===== src/rtl/ahb_lite_cmd_master.sv =====
// AHB-Lite single-transfer master: queues word read/write commands in a small FIFO and
// issues one NONSEQ transfer at a time, returning data, error and wait-state count.
module ahb_lite_cmd_master #(
  parameter int ADDR_W    = 32,
  parameter int CMD_DEPTH = 4,
  parameter int WAIT_W    = 8
) (
  input  logic              HCLK,
  input  logic              HRESETn,
  input  logic              cmd_valid,
  output logic              cmd_ready,
  input  logic              cmd_write,
  input  logic [ADDR_W-1:0] cmd_addr,
  input  logic [31:0]       cmd_wdata,
  output logic              rsp_valid,
  input  logic              rsp_ready,
  output logic [31:0]       rsp_rdata,
  output logic              rsp_err,
  output logic [WAIT_W-1:0] rsp_wait,
  output logic              busy,
  output logic [ADDR_W-1:0] HADDR,
  output logic [1:0]        HTRANS,
  output logic              HWRITE,
  output logic [2:0]        HSIZE,
  output logic [2:0]        HBURST,
  output logic [31:0]       HWDATA,
  input  logic [31:0]       HRDATA,
  input  logic              HREADY,
  input  logic              HRESP
);

  localparam int PTR_W = (CMD_DEPTH > 1) ? $clog2(CMD_DEPTH) : 1;

  localparam logic [1:0] ST_IDLE = 2'd0;
  localparam logic [1:0] ST_ADDR = 2'd1;
  localparam logic [1:0] ST_DATA = 2'd2;
  localparam logic [1:0] ST_RESP = 2'd3;

  localparam logic [1:0] TR_IDLE   = 2'b00;
  localparam logic [1:0] TR_NONSEQ = 2'b10;

  function automatic logic [WAIT_W-1:0] sat_inc(input logic [WAIT_W-1:0] v);
    return (&v) ? v : v + WAIT_W'(1);
  endfunction

  logic              fifo_write [CMD_DEPTH];
  logic [ADDR_W-1:0] fifo_addr  [CMD_DEPTH];
  logic [31:0]       fifo_wdata [CMD_DEPTH];

  logic [PTR_W-1:0]  wr_ptr;
  logic [PTR_W-1:0]  rd_ptr;
  logic [PTR_W-1:0]  wr_ptr_nxt;
  logic [PTR_W-1:0]  rd_ptr_nxt;
  logic              full;
  logic              empty;
  logic              push;
  logic              pop;

  logic [1:0]        state;
  logic [31:0]       cur_wdata;

  logic              head_write;
  logic [ADDR_W-1:0] head_addr;
  logic [31:0]       head_wdata;

  assign cmd_ready  = !full;
  assign push       = cmd_valid && !full;
  assign pop        = (state == ST_IDLE) && !empty && !rsp_valid;
  assign wr_ptr_nxt = wr_ptr + PTR_W'(1);
  assign rd_ptr_nxt = rd_ptr + PTR_W'(1);

  assign head_write = fifo_write[rd_ptr];
  assign head_addr  = fifo_addr[rd_ptr];
  assign head_wdata = fifo_wdata[rd_ptr];

  assign HSIZE  = 3'b010;
  assign HBURST = 3'b000;
  assign busy   = !empty || (state != ST_IDLE) || rsp_valid;

  // Command storage carries no reset; full/empty alone say what is valid.
  always_ff @(posedge HCLK) begin
    if (push) begin
      fifo_write[wr_ptr] <= cmd_write;
      fifo_addr[wr_ptr]  <= cmd_addr;
      fifo_wdata[wr_ptr] <= cmd_wdata;
    end
  end

  always_ff @(posedge HCLK or negedge HRESETn) begin
    if (!HRESETn) begin
      wr_ptr <= '0;
      rd_ptr <= '0;
      full   <= 1'b0;
      empty  <= 1'b1;
    end else begin
      if (push) wr_ptr <= wr_ptr_nxt;
      if (pop)  rd_ptr <= rd_ptr_nxt;
      if (push && !pop) begin
        empty <= 1'b0;
        full  <= (wr_ptr_nxt == rd_ptr);
      end else if (pop && !push) begin
        full  <= 1'b0;
        empty <= (rd_ptr_nxt == wr_ptr);
      end
    end
  end

  // Transfer sequencer: one outstanding transfer, address and data phases never overlap.
  always_ff @(posedge HCLK or negedge HRESETn) begin
    if (!HRESETn) begin
      state     <= ST_IDLE;
      HTRANS    <= TR_IDLE;
      HADDR     <= '0;
      HWRITE    <= 1'b0;
      HWDATA    <= '0;
      cur_wdata <= '0;
      rsp_valid <= 1'b0;
      rsp_rdata <= '0;
      rsp_err   <= 1'b0;
      rsp_wait  <= '0;
    end else begin
      case (state)
        ST_IDLE: begin
          if (pop) begin
            rsp_wait  <= '0;
            rsp_rdata <= '0;
            if (head_addr[1:0] != 2'b00) begin
              rsp_err   <= 1'b1;
              rsp_valid <= 1'b1;
              state     <= ST_RESP;
            end else begin
              HADDR     <= head_addr;
              HWRITE    <= head_write;
              HTRANS    <= TR_NONSEQ;
              cur_wdata <= head_wdata;
              rsp_err   <= 1'b0;
              state     <= ST_ADDR;
            end
          end
        end
        ST_ADDR: begin
          if (HREADY) begin
            HTRANS <= TR_IDLE;
            if (HWRITE) HWDATA <= cur_wdata;
            state  <= ST_DATA;
          end else begin
            rsp_wait <= sat_inc(rsp_wait);
          end
        end
        ST_DATA: begin
          // The first ERROR cycle needs nothing: HTRANS is already IDLE.
          if (HREADY) begin
            rsp_err   <= HRESP;
            rsp_rdata <= (!HWRITE && !HRESP) ? HRDATA : 32'h0;
            rsp_valid <= 1'b1;
            state     <= ST_RESP;
          end else begin
            rsp_wait <= sat_inc(rsp_wait);
          end
        end
        ST_RESP: begin
          if (rsp_ready) begin
            rsp_valid <= 1'b0;
            state     <= ST_IDLE;
          end
        end
        default: state <= ST_IDLE;
      endcase
    end
  end

endmodule

===== config.mk =====
export PLATFORM = sky130hd
export DESIGN_NAME = ahb_lite_cmd_master
export DESIGN_NICKNAME = d
export VERILOG_FILES = /design/src/rtl/ahb_lite_cmd_master.sv
export SDC_FILE = /design/constraint.sdc
export NUM_CORES = 1
export LEC_CHECK = 0
export CORE_ASPECT_RATIO = 0.9
export CORE_UTILIZATION = 54
export DETAILED_ROUTE_END_ITERATION = 16
export GPL_ROUTABILITY_DRIVEN = 0
export GPL_TIMING_DRIVEN = 0
export PLACE_DENSITY = 0.81
export SYNTH_ARGS = -nofsm -noshare
export SYNTH_HDL_FRONTEND = slang
export SYNTH_SLANG_ARGS = --single-unit

===== constraint.sdc =====
create_clock -name HCLK -period 3.7 [get_ports HCLK]
set_input_delay 0.74 -clock HCLK [delete_from_list [all_inputs] [get_ports HCLK]]
set_output_delay 0.74 -clock HCLK [all_outputs]
set_load 0.05 [all_outputs]

==> tab_implementation.tex <==
\begin{tabular}{lr}
\hline
Metric & Value \\
\hline
\multicolumn{2}{l}{\textbf{Place}} \\
\quad Worst setup slack after placement & 887 ps \\
\quad \# placed instances & 1404 \\
\quad Port Buffer Count & 212 \\
\quad Half-perimeter wire length of the detailed placement result & 19600 um \\
\multicolumn{2}{l}{\textbf{Pwr}} \\
\quad Pwr dens & 856 nW/um2 \\
\quad Logic pwr share & 0.369 \\
\quad Sequential share of power & 0.399 \\
\quad Part of the power in the clock network & 0.232 \\
\quad Internal Power & 10900 uW \\
\quad Sw Pwr & 5850 uW \\
\quad Total leakage power & 0.00732 uW \\
\quad Sw Share & 0.349 \\
\quad IR Drop Worst-Case VDD & 0.000549 V \\
\multicolumn{2}{l}{\textbf{Global route}} \\
\quad First-pass GRT wire length & 48300 um \\
\quad Gr usage total & 0.216 \\
\quad Antenna violations before repair & 3 \\
\quad Residual overflow from global routing & 0 \\
\quad Vias in the first global route & 8632 \\
\quad Maximum number of pins on one net before global-route repair & 85 \\
\multicolumn{2}{l}{\textbf{Logic synthesis}} \\
\quad Area share of the largest cell type after synthesis & 0.502 \\
\quad Netlist cell types & 49 \\
\quad Cell Area, Synth & 15600 um2 \\
\quad Sequential-to-total area share from yosys stat & 0.740 \\
\quad Yosys warning count & 0 \\
\quad Number of flops mapped to enable cells by yosys & 260 \\
\quad Commonest register cell after synthesis & edfxtp\_1 \\
\quad Mean Syn Cell Area & 18.9 um2 \\
\quad Mapped Cells & 822 \\
\quad Number of storage elements in the synthesis netlist & 408 \\
\quad Largest area contributor in the netlist & edfxtp\_1 \\
\quad Leading post-synthesis cells by cell area & edfxtp\_1 50\%, dfrtp\_1 24\%, mux4\_2 9.1\%, mux2\_2 4.9\%, mux2\_4 2.5\% \\
\quad Share of flip-flops with an asynchronous set or reset & 0.363 \\
\multicolumn{2}{l}{\textbf{Die}} \\
\quad Floorplan die width & 181 um \\
\quad Site row count & 58 \\
\quad Area of the die & 29500 um2 \\
\quad Placeable Area & 28200 um2 \\
\quad Initial cell density of the core & 0.553 \\
\quad I/O Pins & 220 \\
\quad Die outline height & 163 um \\
\multicolumn{2}{l}{\textbf{Detailed routing}} \\
\quad Number of search-and-repair iterations in the first detailed-routing pass & 5 \\
\quad Drt total wl & 30900 um \\
\quad Post-DRT Antenna Nets & 0 \\
\quad Overall via count from detail\_route & 8151 \\
\quad DRC & 0 \\
\quad Routed via count divided by cell count & 5.51 \\
\quad Average routed wire per standard cell & 20.9 um \\
\quad Starting DRC count in detailed routing & 521 \\
\multicolumn{2}{l}{\textbf{STA}} \\
\quad Min cycle time layout & 2900 ps \\
\quad Setup repair after global routing missed its margin & false \\
\quad Period Utilization, post-route & 0.785 \\
\quad Upper clock frequency limit & 0.344 GHz \\
\quad Final setup skew & 15.9 ps \\
\quad Slew at the pin with the worst max-slew slack & 853 ps \\
\quad Slack of the critical path & 796 ps \\
\quad Total negative slack for setup checks & 0 ps \\
\quad Total setup violations reported at the end of the flow & 0 \\
\quad Relative max-transition margin & 0.431 \\
\quad Final Max Slew Viols & 0 \\
\quad Worst hold slack across all endpoints & 166 ps \\
\quad Number of hold violations in the final report & 0 \\
\multicolumn{2}{l}{\textbf{Clocking}} \\
\quad Hold-fix buffer count after cts & 0 \\
\quad Clk pin slew, worst setup/hold paths & 60 ps \\
\quad Count of buffers added by post-CTS timing repair for setup & 0 \\
\quad Maximum root-to-sink buffer count & 3 \\
\quad Number of CTS-inserted buffers & 40 \\
\quad Total number of H-tree levels & 2 \\
\quad Count of instances resized after the clock tree is built & 0 \\
\quad TritonCTS clock tree & done \\
\quad Root buffer cell & clkbuf\_16 \\
\quad Source-to-sink clock delay at the later pin of the worst-skew pair & 530 ps \\
\quad Sinks on the clock net & 408 \\
\multicolumn{2}{l}{\textbf{Cells and area}} \\
\quad Final instance count without filler cells & 1479 \\
\quad Final core utilization & 0.695 \\
\quad Most common cell after layout, fill and taps aside & edfxtp\_1 \\
\quad Most used cells in the layout excluding fill and tap cells & 260 x edfxtp\_1, 211 x clkdlybuf4s50\_1, 147 x dfrtp\_1 \\
\quad Area added between synthesis and finish & 25.7\% \\
\quad Fill count & 1854 \\
\quad Net count reported at finish & 1200 \\
\quad Ratio of cells with drive above 1 in the final layout & 0.233 \\
\multicolumn{2}{l}{\textbf{Setup path}} \\
\quad Critical path endpoint category & output port \\
\quad Data required time at the worst endpoint & 2960 ps \\
\quad CP Class & reg2out \\
\quad Crit path DAT & 2160 ps \\
\quad Maximum fanout count along the critical path & 4 \\
\quad Worst setup path startpoint & state[0] \\
\quad Kind of launch point of the worst setup path & flip-flop \\
\quad Critical register-to-register path startpoint & state[0] \\
\multicolumn{2}{l}{\textbf{Worst hold path}} \\
\quad Worst Hold Class & in2async \\
\multicolumn{2}{l}{\textbf{Run status}} \\
\quad Outcome & finished, final reports clean \\
\multicolumn{2}{l}{\textbf{Flow run}} \\
\quad Maxcap violations & 0 \\
\hline
\end{tabular}
final timing paths:
path	endpoint	slack [ps]	depth (start not counted)
worst min-delay path	HADDR[1]	170	1
worst max register to register	cur_wdata[17]	1260	9
max in group asynchronous	cur_wdata[28]	2710	2
min in group HCLK	rsp_rdata[24]	480	2
worst min register to register	rsp_rdata[24]	480	2
worst max-delay path	busy	800	4
per-layer routing:
| metal | routed length, um | track usage |
|---|---|---|
| met2 | 15200 | 0.366 |
| met4 | 535 | 0.0559 |
| met5 | 13 | 0 |
| met1 | 12800 | 0.279 |
| met3 | 2370 | 0.0598 |
synthesized netlist by cell type, drive strengths merged (3+ instances only):
library cell and n:
o21ai 40, mux2 95, nor2b 4, mux4 63
nand3 9, a31oi 4, mux2i 5, a21oi 7
nand2b 3, nand2 69, dfrtp 147, inv 14
ha 11, and2 5, nor3 4, buf 29
edfxtp 260, clkbuf 16, nor2 9, xnor2 4
cell families after synthesis:
logic type / share of synthesized area
other: 0.000483
muxes: 0.169
DFF: 0.740
AOI/OAI and AO/OA: 0.0240
buffers and inverters: 0.0219
adders and majority gates: 0.00884
xor gates and xnor gates: 0.00338
and+or+nand+nor: 0.0322
power groups by stage:
stage	sequential (uW)	combinational, uW	clock [uW]
CTS	6690	6250	3960
global placement	6790	6010	0
detailed placement	6770	6220	0
global route	6810	6550	4130
floorplan	8260	2680	0
finish	6690	6170	3880
cell type report:
cell class / instances / area [um2] / share of cell area
diodes: 2 / 5.00 / 0.000256
plain buffers: 45 / 288 / 0.0147
clock buffers: 53 / 1090 / 0.0558
clock inverters: 20 / 164 / 0.00838
inverters: 14 / 52.6 / 0.00269
multi-input cells: 360 / 3740 / 0.191
flip-flops and latches: 408 / 11500 / 0.588
well taps: 360 / 450 / 0.0230
repair buffers: 217 / 2260 / 0.116
through the flow:
| step | instance area (um2) | power [uW] |
|---|---|---|
| 2_1_floorplan | 15600 | 10900 |
| 3_3_place_gp | 18200 | 12800 |
| 3_5_place_dp | 18300 | 13000 |
| 4_1_cts | 19600 | 16900 |
| 5_1_grt | 19600 | 17500 |
| 6_report | 19600 | 16700 |
flip-flops by register name, indices dropped and copies added, names as in the netlist, 4 cells and up:
name        count
HWDATA         32
rsp_rdata      32
HADDR          32
rsp_wait        8
fifo_write      4
fifo_addr     128
fifo_wdata    128
cur_wdata      32
critical path: stages, from the launching register on:
cell and delay, ps:
dfrtp_1 380, inv_1 100, ha_1 240, nand3_1 120
clkdlybuf4s50_1 810
Note: power is estimated with default switching activity, not from simulation.
